--- src/rtl/cache_mem_arbiter_pkg.sv ---
// cache_mem_arbiter_pkg: memory port types and arbiter state/owner encodings
package cache_mem_arbiter_pkg;
  typedef struct packed {
    logic [31:0]  addr;
    logic [127:0] data;
    logic         rw;
    logic         valid;
  } mem_req_type;
  typedef struct packed {
    logic [127:0] data;
    logic         ready;
  } mem_data_type;
  typedef enum logic [1:0] {IDLE, GRANT_I, GRANT_D} arb_state_type;
  typedef logic [1:0] arb_owner_type;
  localparam arb_owner_type ARB_OWNER_IC = 2'b01;
  localparam arb_owner_type ARB_OWNER_DC = 2'b10;
endpackage

--- src/rtl/cache_mem_arbiter_sat_counter.sv ---
// sat_counter: up-counter that sticks at all-ones, synchronous clear
module sat_counter #(
  parameter int W = 8
) (
  input  logic         clk_i,
  input  logic         rst_i,
  input  logic         inc,
  output logic [W-1:0] value
);
  always_ff @(posedge clk_i)
    value <= rst_i ? '0 : value + W'(inc && value != '1);
endmodule

--- src/rtl/cache_mem_arbiter.sv ---
// cache_mem_arbiter: round-robin icache/dcache owner of the single memory port.
// Define ARB_PERF_CNT_EN to add grant and wait performance counters.
module cache_mem_arbiter
  import cache_mem_arbiter_pkg::*;
#(
  parameter int TIMEOUT_CYCLES = 1024,
  parameter int CNT_W          = 32
) (
  input  logic          clk_i,
  input  logic          rst_i,
  input  mem_req_type   ic_req_i,
  input  mem_req_type   dc_req_i,
  output mem_data_type  ic_res_o,
  output mem_data_type  dc_res_o,
  output mem_req_type   mem_req_o,
  input  mem_data_type  mem_res_i,
  output arb_owner_type owner_o,
  output logic          err_o
`ifdef ARB_PERF_CNT_EN
  ,
  output logic [CNT_W-1:0] ic_grant_cnt_o,
  output logic [CNT_W-1:0] dc_grant_cnt_o,
  output logic [CNT_W-1:0] wait_cnt_o
`endif
);
  localparam int TW = $clog2(TIMEOUT_CYCLES + 1);
  arb_state_type state, nxt;
  mem_req_type   req_q;
  logic          last_dc, pick_i, pick_d, grant, done, waiting;
  logic [TW-1:0] to_cnt;
  always_comb begin
    pick_i  = ic_req_i.valid && (!dc_req_i.valid || last_dc);
    pick_d  = dc_req_i.valid && !pick_i;
    grant   = state == IDLE && (pick_i || pick_d);
    done    = state != IDLE && mem_res_i.ready;
    waiting = state != IDLE && !mem_res_i.ready;
    nxt     = state == IDLE ? (pick_i ? GRANT_I : pick_d ? GRANT_D : IDLE) : done ? IDLE : state;
  end
  // completion returns to IDLE, so the still-asserted requester waits one bubble
  always_ff @(posedge clk_i) begin
    if (rst_i) begin
      state   <= IDLE;
      req_q   <= '0;
      last_dc <= 1'b1;
      err_o   <= 1'b0;
    end else begin
      state <= nxt;
      if (grant) begin
        req_q   <= pick_i ? ic_req_i : dc_req_i;
        last_dc <= pick_d;
      end else if (done) req_q <= '0;
      err_o <= err_o || (waiting && to_cnt >= TW'(TIMEOUT_CYCLES - 1));
    end
  end
  sat_counter #(.W(TW)) u_timeout (
    .clk_i, .rst_i(rst_i || done), .inc(waiting), .value(to_cnt)
  );
  assign mem_req_o = req_q;
  assign owner_o   = state == GRANT_I ? ARB_OWNER_IC : state == GRANT_D ? ARB_OWNER_DC : '0;
  assign ic_res_o  = state == GRANT_I ? mem_res_i : '0;
  assign dc_res_o  = state == GRANT_D ? mem_res_i : '0;
`ifdef ARB_PERF_CNT_EN
  sat_counter #(.W(CNT_W)) u_ic_cnt (
    .clk_i, .rst_i, .inc(grant && pick_i), .value(ic_grant_cnt_o)
  );
  sat_counter #(.W(CNT_W)) u_dc_cnt (
    .clk_i, .rst_i, .inc(grant && pick_d), .value(dc_grant_cnt_o)
  );
  sat_counter #(.W(CNT_W)) u_wait_cnt (
    .clk_i, .rst_i,
    .inc((ic_req_i.valid && state != GRANT_I) || (dc_req_i.valid && state != GRANT_D)),
    .value(wait_cnt_o)
  );
`else
  logic unused_cnt_w;
  assign unused_cnt_w = ^CNT_W;
`endif
endmodule
--- config.mk ---
export PLATFORM = sky130hd
export DESIGN_NAME = cache_mem_arbiter
export DESIGN_NICKNAME = d
export VERILOG_FILES = /design/src/rtl/cache_mem_arbiter_pkg.sv /design/src/rtl/cache_mem_arbiter_sat_counter.sv /design/src/rtl/cache_mem_arbiter.sv
export SDC_FILE = /design/constraint.sdc
export NUM_CORES = 1
export LEC_CHECK = 0
export ABC_AREA = 1
export BUFFER_PORTS_ARGS = -buffer_cell sky130_fd_sc_hd__buf_2
export CORE_AREA = 5 5 336 338
export CTS_BUF_LIST = sky130_fd_sc_hd__clkbuf_2 sky130_fd_sc_hd__clkbuf_4 sky130_fd_sc_hd__clkbuf_8
export DETAILED_ROUTE_END_ITERATION = 6
export DIE_AREA = 0 0 341 343
export PLACE_DENSITY = 0.3
export RECOVER_POWER = 50
export SETUP_SLACK_MARGIN = 0.4
export SLEW_MARGIN = 25
export SYNTH_ARGS = -nofsm -noshare
export SYNTH_HDL_FRONTEND = slang
export SYNTH_SLANG_ARGS = --single-unit
--- constraint.sdc ---
create_clock -name clk_i -period 1.93 [get_ports clk_i]
set_input_delay 0.386 -clock clk_i [delete_from_list [all_inputs] [get_ports clk_i]]
set_output_delay 0.386 -clock clk_i [all_outputs]
set_load 0.005 [all_outputs]
# == After elaboration in Yosys (flattened, before gate mapping) ==
# Cells that the tools add are included.
# word_totals
ff_bits,177
input_bits,455
elab_cells,42
# classes
add_sub_neg,1
n_lt_le_gt_ge,1
n_eq_ne,3
muxes,11
n_reduce_logical,18
# ops
op,count
$mux 162,3
$mux 129,2
$mux 2,6
$add 11x1->11,1
$ge 11x10->1 const B,1
$ne 11x11->1 const B,1
$logic_and 1x1->1,7
$reduce_bool 2->1,3
$logic_or 1x1->1,4
$logic_not 1->1,3
$eq 2x1->1 const B,1
$eq 2x2->1 const B,1
$logic_not 2->1,1

# == Depth between registers and ports, before layout ==
# logic_depth
depth_word,8
depth_mapped,12
mapped_depth_nobuf,12

# == Cells and area by module ==
# A second synthesis with hierarchy kept.
# unflattened
hier_cells,1595
area_unflattened_um2,9915.8
# by_module_without_submodules
mod,instances,cells_per_inst,area_each_um2
cache_mem_arbiter,1,1519,9384.0
sat_counter,1,76,531.8

# == Least setup slack after synthesis ==
# No wires, ideal clock.
# synth_path
path_kind,register -> register
from,register state[1]
to,register u_timeout.value[6]
setup_time_ps,70
arrival_time_ps,1724
required_time_ps,1860
setup_slack_ps,136
path_stages_with_launch,12
cell_sequence,dfxtp_1 -> nor2_4 -> nor2_1 -> o21ai_0 -> inv_1 -> ha_1 -> ha_1 -> nand3_1 -> nor2_1 -> inv_1 -> or2_2 -> a21oi_1
# synth_between
elab_chain_cells,4
elab_cells_between_ends,6
classes_between,1 x add/sub; 5 x reduce/logical
# synth_rtl
element,line,rtl
from (decl),cache_mem_arbiter.sv:27,"arb_state_type state, nxt;"
from (signal assigned),cache_mem_arbiter.sv:47,state <= nxt;
$reduce_bool 2->1 (*),"cache_mem_arbiter.sv:35, cache_mem_arbiter.sv:36",
$logic_and 1x1->1,cache_mem_arbiter.sv:36,waiting = state != IDLE && !mem_res_i.ready;
$logic_and 1x1->1,cache_mem_arbiter_sat_counter.sv:11,value <= rst_i ? '0 : value + W'(inc && value != '1);
$add 11x1->11,cache_mem_arbiter_sat_counter.sv:11,
to (signal assigned),cache_mem_arbiter_sat_counter.sv:11,
to (decl),cache_mem_arbiter_sat_counter.sv:8,output logic [W-1:0] value
# Every way passes the cells marked *; elsewhere a longest branch is shown, timed or not.
# A chain may end at the register's enable or synchronous reset.

==> metrics.md <==
| Metric | Value |
|---|---|
| Clock Path Buffers | 2 |
| Final Power | about 0.011 W |
| CP cell instances | buf_4 -> nor2_4 -> inv_8 -> buf_4 -> nor2_1 -> buf_2 |
| # setup viols final | between 200 and 300 |
| Vias in the first global route | around 14000 |
| Final WL | between 70000 and 80000 µm |
| CTS tree | yes |
| Pleak | ~9.5 nW |
| Setup_tns | -43.39 ns |
| First-pass GRT wire length | just over 100000 µm |
| Clk_skew | 0.0274 ns |
| Remaining DRCs | 0 |
| Seq/Total Area, Yosys | around 36% |
| Slew Limit Fails | 0 |
| Die height | 343 µm |
| I/O pin count | roughly 880 |
| GPL Wtd Cong | approximately 0.80 |
| Max-cap violations | 0 |
| Most numerous cell on the critical path | buf_4 |
| Port Buf Inserts | around 880 |
| CTS Root Cell | clkbuf_8 |
| DR pass1 iterations | 6 |
| Initial Utilization | slightly below 9% |
| Area Growth Syn to Fin | 80.2% |
| Commonest non-fill, non-tap cell in the layout | buf_2 |
| Clock-pin transition on the worst setup and hold timing paths | between 0.1 and 0.15 ns |
| Failing checks | setup timing |
| Status | finished with violations |
| Worst VDD drop | 375 µV |
| Worst slew pin tran | approximately 0.7 ns |
| Synth Cell Area | 9730 µm² |
| Via-to-Cell Ratio | about 3.4 |
| HPWL Detailed | 65300 µm |
| Hold Violations, Final | 0 |
| Standard-cell rows | approximately 120 |
| All-layer global routing usage | ~12% |
| GRT Residual Overflow | 0 |
| DR iter-0 viols | 558 |
| Final period util | 112% |
| CTS Buf Count | 17 |
| Critical path capture point type | output pin |
| Nets | a little under 3000 |
| Vias | between 10000 and 15000 |
| Wire per inst | 19.7 µm |
| Syn_area_per_cell | roughly 6.0 µm² |
| Layout fillers | 13000 |
| Mapped Nets | 2068 |
| Worst Path Required | 1.54 ns |
| Core Footprint | ~110000 µm² |
| Synthesis Warnings | 0 |
| Most frequent cells in the layout | 760 x buf_2, 322 x inv_1, 260 x nand2_1 |
| Crit-path slowest cell | dfxtp_4 |
| Max-slew headroom | a little over half |
| Fraction of layout cells with a size suffix above 1 | 38.5% |
| Worst setup path category | reg -> out |
| Sinks on Clock Net | 177 |
| Clk_lat worst skew | a little under 0.6 ns |
| Critical Path Fanout Max | 15 |
| PwrDens | ~630 nW/µm² |
| Fmax | 0.463 GHz |
| Yosys reg bits | 177 |
| DRT antenna net count | 0 |
| Critical path's largest stage delay | about 0.36 ns |
| Mapped Cells | about 1600 |
| H-Tree Depth | 4 |
| Critical path startpoint category | register |
| Worst setup margin | -0.230 ns |
| Die X | 341 µm |
| Initial antenna violation count | 30 |
| Worst min path class | in -> reg |
| RSZ-0062 raised after global routing | yes |
| Arr. time, crit path | 1.77 ns |
| Pin count of the biggest net entering global routing | 54 |
| Post-synth cell types | 27 |
| Tmin final | roughly 2.2 ns |
| Die area | about 120000 µm² |
==> cells in the mapped netlist, drive strengths merged <==
cell type	number	share of area [%]
nand2	264	10
o22ai	60	3.9
ha	2	0.26
inv	330	13
nor3b	1	0.077
nand3	126	6.5
nor2	272	11
or2	1	0.064
dfxtp	177	36
a31oi	2	0.13
nand4	2	0.13
xnor2	1	0.090
clkbuf	42	1.6
buf	72	3.8
nor3	2	0.10
o21ai	231	12
a21oi	26	1.3
==> state kept, by name (all words and copies together) (netlist names) <==
register         cells
u_timeout.value     11
mem_req_o          162
state                2
last_dc              1
err_o                1
==> layout make-up <==
cell class	count	area [µm²]	area share, %
inverters	330	1270	7.23
repair buffers	1001	5750	32.8
repair inverters	3	37.5	0.214
clock buffers	17	234	1.33
flip-flops and latches	177	3560	20.3
well taps	1426	1780	10.2
clock inverters	15	205	1.17
multi-input cells	990	4680	26.7
diodes	8	20.0	0.114
==> final timing paths <==
| kind | end | slack (ns) | cells past startpoint | start |
|---|---|---|---|---|
| min reg2reg | mem_req_o[0] | 0.45 | 2 | mem_req_o[0] |
| max | dc_res_o[103] | -0.23 | 6 | state[0] |
| max reg2reg | mem_req_o[65] | -0.09 | 6 | last_dc |
| min | mem_req_o[1] | 0.12 | 3 | ic_req_i[1] |
==> per-layer routing <==
layer | GRT usage (%) | vias up | wire length, µm
li1 | - | 6798 | -
met1 | 13.4 | 6095 | 29700
met2 | 24.0 | 504 | 42300
met3 | 3.84 | 66 | 5450
met4 | 2.63 | 10 | 845
met5 | 0 | - | 69
==> logic make-up (layout without fill, tap and decap cells) <==
kind of cell / after synthesis / after routing / share of synthesized area, %
AND/OR/NAND/NOR: 668 / 668 / 27.7
buffers and inverters: 444 / 1366 / 18.2
other: 0 / 8 / 0
AO/OA/AOI/OAI: 319 / 319 / 17.4
flip-flops: 177 / 177 / 36.4
adder cells (fa/ha/maj): 2 / 2 / 0.257
XOR/XNOR: 1 / 1 / 0.0900
==> per-stage QoR <==
step	cell area (µm²)	hold WS [ns]	utilization (%)	worst slack [ns]	std cells
final	17500	0.117	16.0	-0.230	3967
after global placement	16200	0.432	14.7	0.0739	3867
after detailed placement	16200	0.432	14.7	0.100	3867
after floorplan	9780	0.443	-	0.282	1611
after global routing	17500	0.0516	16.0	-0.397	3962
after CTS	17300	0.000956	15.8	-0.362	3952
==> worst max-delay path, delay by kind of cell, from the launching register on <==
kind | cells | cell delay, ns
buffers and inverters | 4 | 0.54
DFF | 1 | 0.36
and+or+nand+nor | 2 | 0.29
==> power by group <==
| part | internal [W] | switching (W) | leakage (nW) |
|---|---|---|---|
| Sequential | 0.00405 | 0.000220 | 1.47 |
| Combinational | 0.00151 | 0.00227 | 7.77 |
| Clock | 0.00113 | 0.00191 | 0.219 |
==> repair_timing <==
item | CTS | global route
gates resized for setup | 51 | 69
setup buffers | 8 | 0
endpoints found under the hold margin | 40 | 0
hold buffers | 40 | 0
setup endpoints to repair | 578 | 592
cloned | 5 | 7
pin swaps | 2 | 2
Note: power is estimated with default switching activity, not from simulation.
